[src/rtl/mult_booth_seq_if.sv]
// Request/result and Booth step-stage signals for mult_booth_seq.
// The slave modport is the sequencer. The master modport is the multdiv top plus the step stage.
`timescale 1ns/1ps
interface mult_booth_seq_if;
  logic        ctrl_MULT;
  logic [31:0] data_operandA;
  logic [31:0] data_operandB;
  logic [64:0] step_prev_product;
  logic [31:0] step_multiplicand;
  logic [64:0] step_product;
  logic [31:0] data_result;
  logic        data_exception;
  logic        data_resultRDY;
  logic        busy;

  modport slave (
    input  ctrl_MULT, data_operandA, data_operandB, step_product,
    output step_prev_product, step_multiplicand,
           data_result, data_exception, data_resultRDY, busy
  );

  modport master (
    output ctrl_MULT, data_operandA, data_operandB, step_product,
    input  step_prev_product, step_multiplicand,
           data_result, data_exception, data_resultRDY, busy
  );
endinterface

[src/rtl/mult_booth_seq.sv]
// Sequencer for an external radix-4 Booth step stage. It seeds the product vector,
// runs ITERATIONS steps and captures the signed product. Optional macro: MULT_EARLY_ZERO_EN.
`timescale 1ns/1ps
module mult_booth_seq #(
  parameter int ITERATIONS = 16
) (
  input logic            clock,
  input logic            clear,
  mult_booth_seq_if.slave bus
);

  typedef enum logic {IDLE, RUN} state_t;

  localparam logic [4:0] LAST = 5'(ITERATIONS);

  state_t      r_state;
  state_t      w_nextState;
  logic [4:0]  r_count;
  logic [4:0]  w_nextCount;
  logic [31:0] r_mcand;
  logic [31:0] r_result;
  logic        r_exception;
  logic        r_resultRdy;

  logic        w_start;
  logic        w_zeroOp;
  logic        w_loadMcand;
  logic        w_capture;
  logic        w_earlyZero;
  logic        w_overflow;

  assign w_start = bus.ctrl_MULT;

`ifdef MULT_EARLY_ZERO_EN
  assign w_zeroOp = (bus.data_operandA == 32'd0) || (bus.data_operandB == 32'd0);
`else
  assign w_zeroOp = 1'b0;
`endif

  // The upper word must be pure sign extension of bit 32 for the product to fit in 32 bits.
  assign w_overflow = (bus.step_product[64:33] != {32{bus.step_product[32]}});

  assign bus.step_prev_product = w_start ? {32'd0, bus.data_operandB, 1'b0} : bus.step_product;
  assign bus.step_multiplicand = w_start ? bus.data_operandA : r_mcand;

  always_ff @(posedge clock) begin
    if (clear) r_state <= IDLE;
    else       r_state <= w_nextState;
  end

  // A start in any state restarts the sequence. Otherwise RUN counts until the last step is visible.
  always_comb begin
    w_nextState = r_state;
    w_nextCount = r_count;
    w_loadMcand = 1'b0;
    w_capture   = 1'b0;
    w_earlyZero = 1'b0;
    if (w_start) begin
      w_loadMcand = 1'b1;
      if (w_zeroOp) begin
        w_earlyZero = 1'b1;
        w_nextState = IDLE;
        w_nextCount = 5'd0;
      end else begin
        w_nextState = RUN;
        w_nextCount = 5'd1;
      end
    end else if (r_state == RUN) begin
      if (r_count == LAST) begin
        w_capture   = 1'b1;
        w_nextState = IDLE;
        w_nextCount = 5'd0;
      end else begin
        w_nextCount = r_count + 5'd1;
      end
    end
  end

  always_ff @(posedge clock) begin
    if (clear) begin
      r_count     <= 5'd0;
      r_mcand     <= 32'd0;
      r_result    <= 32'd0;
      r_exception <= 1'b0;
      r_resultRdy <= 1'b0;
    end else begin
      r_count     <= w_nextCount;
      r_resultRdy <= w_capture | w_earlyZero;
      if (w_loadMcand) r_mcand <= bus.data_operandA;
      if (w_capture) begin
        r_result    <= bus.step_product[32:1];
        r_exception <= w_overflow;
      end else if (w_earlyZero) begin
        r_result    <= 32'd0;
        r_exception <= 1'b0;
      end
    end
  end

  assign bus.data_result    = r_result;
  assign bus.data_exception = r_exception;
  assign bus.data_resultRDY = r_resultRdy;
  assign bus.busy           = (r_state == RUN);

endmodule

[src/flat_wrapper.sv]
// flat-port wrapper written by rule: the top's interface ports become plain ports
module mult_booth_seq_flat 
#(
  parameter int ITERATIONS = 16
)
  (clock, clear, bus_ctrl_MULT, bus_data_operandA, bus_data_operandB, bus_step_product, bus_step_prev_product, bus_step_multiplicand, bus_data_result, bus_data_exception, bus_data_resultRDY, bus_busy);
  mult_booth_seq_if bus_i ();
  input logic clock;
  input logic clear;
  input wire logic [$bits(bus_i.ctrl_MULT)-1:0] bus_ctrl_MULT;
  input wire logic [$bits(bus_i.data_operandA)-1:0] bus_data_operandA;
  input wire logic [$bits(bus_i.data_operandB)-1:0] bus_data_operandB;
  input wire logic [$bits(bus_i.step_product)-1:0] bus_step_product;
  output wire logic [$bits(bus_i.step_prev_product)-1:0] bus_step_prev_product;
  output wire logic [$bits(bus_i.step_multiplicand)-1:0] bus_step_multiplicand;
  output wire logic [$bits(bus_i.data_result)-1:0] bus_data_result;
  output wire logic [$bits(bus_i.data_exception)-1:0] bus_data_exception;
  output wire logic [$bits(bus_i.data_resultRDY)-1:0] bus_data_resultRDY;
  output wire logic [$bits(bus_i.busy)-1:0] bus_busy;
  assign bus_i.ctrl_MULT = bus_ctrl_MULT;
  assign bus_i.data_operandA = bus_data_operandA;
  assign bus_i.data_operandB = bus_data_operandB;
  assign bus_i.step_product = bus_step_product;
  assign bus_step_prev_product = bus_i.step_prev_product;
  assign bus_step_multiplicand = bus_i.step_multiplicand;
  assign bus_data_result = bus_i.data_result;
  assign bus_data_exception = bus_i.data_exception;
  assign bus_data_resultRDY = bus_i.data_resultRDY;
  assign bus_busy = bus_i.busy;
  mult_booth_seq #(.ITERATIONS(ITERATIONS)) u_core (.clock(clock), .clear(clear), .bus(bus_i));
endmodule
[config.mk]
export PLATFORM = sky130hd
export DESIGN_NAME = mult_booth_seq_flat
export DESIGN_NICKNAME = d
export VERILOG_FILES = /design/src/rtl/mult_booth_seq_if.sv /design/src/rtl/mult_booth_seq.sv /design/src/flat_wrapper.sv
export SDC_FILE = /design/constraint.sdc
export NUM_CORES = 1
export LEC_CHECK = 0
export ABC_AREA = 0
export BUFFER_PORTS_ARGS = -buffer_cell sky130_fd_sc_hd__buf_4
export CORE_AREA = 5 5 99 101
export DETAILED_ROUTE_END_ITERATION = 7
export DIE_AREA = 0 0 104 106
export PLACE_DENSITY_LB_ADDON = 0.3
export SYNTH_ARGS = -nofsm -noshare
export SYNTH_HDL_FRONTEND = slang
export SYNTH_SLANG_ARGS = --single-unit
[constraint.sdc]
create_clock -name clock -period 5.45 [get_ports clock]
set_input_delay 1.09 -clock clock [delete_from_list [all_inputs] [get_ports clock]]
set_output_delay 1.09 -clock clock [all_outputs]
set_load 0.02 [all_outputs]
==> flow_summary_export.csv <==
group,metric,value,unit
outcome,status,"finished clean",
critical_path,startpoint,"bus_ctrl_MULT",
timing,rsz0062_at_grt,"no",
timing,maxSlewViolCount,0,
pwr,combinationalPowerShare,0.251,
floorplan,core.rowCount,35,
detailed_routing,via_count,3610,
timing,finalSetupViolCount,0,
detailed_routing,routed_wl,11500,µm
critical_path,crit_fanout,70,
floorplan,start_util,0.388,
critical_path,arrival,2.76,ns
timing,final.setup.tns,0,ns
timing,slew-limit-headroom,0.495,
timing,finalWorstSetupSlack,1.60,ns
layout,stdcell_area,0.00569,mm²
critical_path,ff2ff_setup_slack,3.33,ns
global_routing,grt_util_all_layers,0.197,
timing,finalHoldViolCount,0,
critical_path,cp.required,4.36,ns
critical_path,r2r_end,"u_core.bus.data_exception$_SDFFE_PP0P_",
critical_path,cp-end-kind,"output pin",
logic_synthesis,synth.avg_cell_area,8.91,µm²
timing,fin_skew,0.0146,ns
critical_path,reg2reg_depth,7,
floorplan,design.die.area,0.0110,mm²
pwr,power.share.sequential,0.420,
critical_path,path_class,"in2out",
layout,layout-drive-gt1-share,0.540,
cts,clock_latency,0.34,ns
floorplan,die_h,106,µm
detailed_routing,vias_per_cell,4.79,
cts,post_cts_resized,0,
floorplan,pin_count,264,
cts,root_buffer,"clkbuf_8",
logic_synthesis,synth_edf_count,0,
cts,cts_tree,"built",
global_routing,grt_overflow_total,0,
pwr,leakage,2.58,nW
placement,io_buffers,263,
cts,cts-hold-fix-buffers,0,
critical_path,reg2reg_from,"u_core.r_count[0]$_SDFFE_PP0P_",
critical_path,critPathSlowestCell,"buf_4",
critical_path,cpMostUsedCell,"buf_4",
logic_synthesis,synth_seq_cells,72,
floorplan,core_area,0.00893,mm²
timing,min_period,3.85,ns
pwr,p_per_area,229,mW/mm²
logic_synthesis,synthArstFlopShare,0,
cts,cts.sinks,72,
pwr,switching_share,0.285,
detailed_routing,firstDrtPassIters,4,
pwr,p_int,0.931,mW
hold_path,min_to,"u_core.bus.data_result[21]$_SDFFE_PP0P_",
logic_synthesis,synth_cells,389,
critical_path,max_stage_delay,0.58,ns
layout,synthToLayoutAreaGrowth,64.2,%
logic_synthesis,yosysWarnings,0,
global_routing,grt_first_pass_wirelength,18000,µm
critical_path,cp_cell_sequence,"buf_4, buf_4, mux2_2, buf_4",
hold_path,hp-class,"reg2reg",
timing,clock.fmax,0.259,GHz
timing,finalCritPeriodShare,0.707,
logic_synthesis,yosys_most_used_dff,"dfxtp_1",
job,drv_cap,0,
critical_path,startpoint_type,"input port",
logic_synthesis,yosys-top-cells-count,"72 x dfxtp_1, 72 x nand2_1, 65 x nor2b_1, 64 x mux2_2, 35 x a21oi_1",
pwr,p_switching,0.371,mW
global_routing,antenna_found_initial,0,
logic_synthesis,synth_top_area_frac,0.416,
placement,dpl_worst_slack,1.58,ns
logic_synthesis,netlist_top_cells_area,"dfxtp_1 42%, mux2_2 21%, nor2b_1 12%",
logic_synthesis,synth_top_cell_by_area,"dfxtp_1",
cts,clockBufferDepth,2,
hold_path,min_path_cells,2,
placement,place_congestion,0.821,
placement,place_area,0.00549,mm²
global_routing,grt_pass1_vias,3537,
timing,tightest_slew,0.758,ns
logic_synthesis,yosysUniqueCellTypes,26,
detailed_routing,drc,0,
logic_synthesis,syn-num-nets,523,
placement,post-dp-hpwl,8970,µm
layout,diodes,0,
pwr,pwr-share-clk,0.329,
logic_synthesis,seq_area_frac_synth,0.416,
hold_path,holdCritStartpoint,"u_core.bus.data_result[21]$_SDFFE_PP0P_",
floorplan,die_x,104,µm
detailed_routing,antenna_left,0,
cts,htree_levels,3,
cts,cts_buffers,9,
global_routing,grt_max_degree,71,
detailed_routing,drt_iter0_drc,119,
logic_synthesis,synth.cell_area,0.00347,mm²
pwr,peakVddDrop,142,µV
layout,nets,772,
cts,post_cts_buffers,0,
detailed_routing,drt-wirelength-per-cell,15.3,µm
cts,clkTransAtPathRegs,0.07,ns
per-stage QoR:
step           total power [mW]  instances  hold slack [ns]  utilization
3_3_place_gp              0.882        738            0.443        0.614
2_1_floorplan             0.719        389            0.493            -
3_5_place_dp              0.888        738            0.448        0.614
5_1_grt                    1.37        754            0.474        0.637
6_report                   1.30        754            0.457        0.637
4_1_cts                    1.33        754            0.459        0.637
state kept, by name (all words and copies together), names as in the netlist:
register	cells
u_core.bus.busy	1
u_core.bus.data_exception	1
u_core.bus.data_result	32
u_core.bus.data_resultRDY	1
u_core.r_count	5
u_core.r_mcand	32
layer usage:
layer / part of all wire / track usage / vias up
met5: 0 / 0 / -
met4: 0.017 / 0.0694 / 0
met3: 0.083 / 0.0619 / 18
met2: 0.50 / 0.348 / 150
met1: 0.40 / 0.223 / 1639
li1: - / - / 1803
layout by cell type (no fill, tap or decap), drive strengths merged, types with 2 or more instances in the layout:
master / instances
inv: 6
xor2: 3
mux2: 64
nand2: 72
nor2: 9
nand4: 6
ha: 2
nor3: 9
a21oi: 35
buf: 266
a31oi: 3
nor2b: 65
dfxtp: 72
clkbuf: 9
nand3: 4
clkinv: 2
nor4: 4
worst max-delay path: cells and delay by family:
| kind | cells | cell delay [ns] |
|---|---|---|
| muxes | 1 | 0.40 |
| buffers and inverters | 3 | 1.25 |
area by class of cell:
cell class,instances,area (µm²)
fillers,768,3240
repair buffers,266,2000
multi-input cells,286,1900
flip-flops and latches,72,1440
well taps,111,139
clock buffers,9,124
clock inverters,7,77.6
inverters,3,11.3
power groups by stage:
| stage | combinational (mW) | sequential, mW | clock [mW] |
|---|---|---|---|
| final | 0.327 | 0.547 | 0.429 |
| after global routing | 0.349 | 0.549 | 0.475 |
| after CTS | 0.330 | 0.547 | 0.451 |
| after detailed placement | 0.329 | 0.559 | 0 |
| after global placement | 0.323 | 0.559 | 0 |
| after floorplan | 0.162 | 0.557 | 0 |
cells by family (layout without fill, tap and decap cells):
| family | Yosys count | in the layout | synth area share |
|---|---|---|---|
| buf+inv | 31 | 285 | 0.0361 |
| fa+ha+maj | 2 | 2 | 0.00722 |
| xor+xnor | 3 | 3 | 0.00758 |
| compound gates | 41 | 41 | 0.0628 |
| flops | 72 | 72 | 0.416 |
| simple gates | 175 | 175 | 0.260 |
| mux | 65 | 65 | 0.211 |
worst max path at each step:
stage | to | slack [ns] | depth (start not counted)
floorplan | bus_step_prev_product[31] | 2.15 | 4
global placement | bus_step_multiplicand[22] | 1.64 | 4
detailed placement | bus_step_multiplicand[25] | 1.58 | 4
CTS | bus_step_multiplicand[25] | 1.57 | 4
global route | bus_step_multiplicand[28] | 1.47 | 4
finish | bus_step_multiplicand[28] | 1.60 | 4
Note: power is estimated with default switching activity, not from simulation.
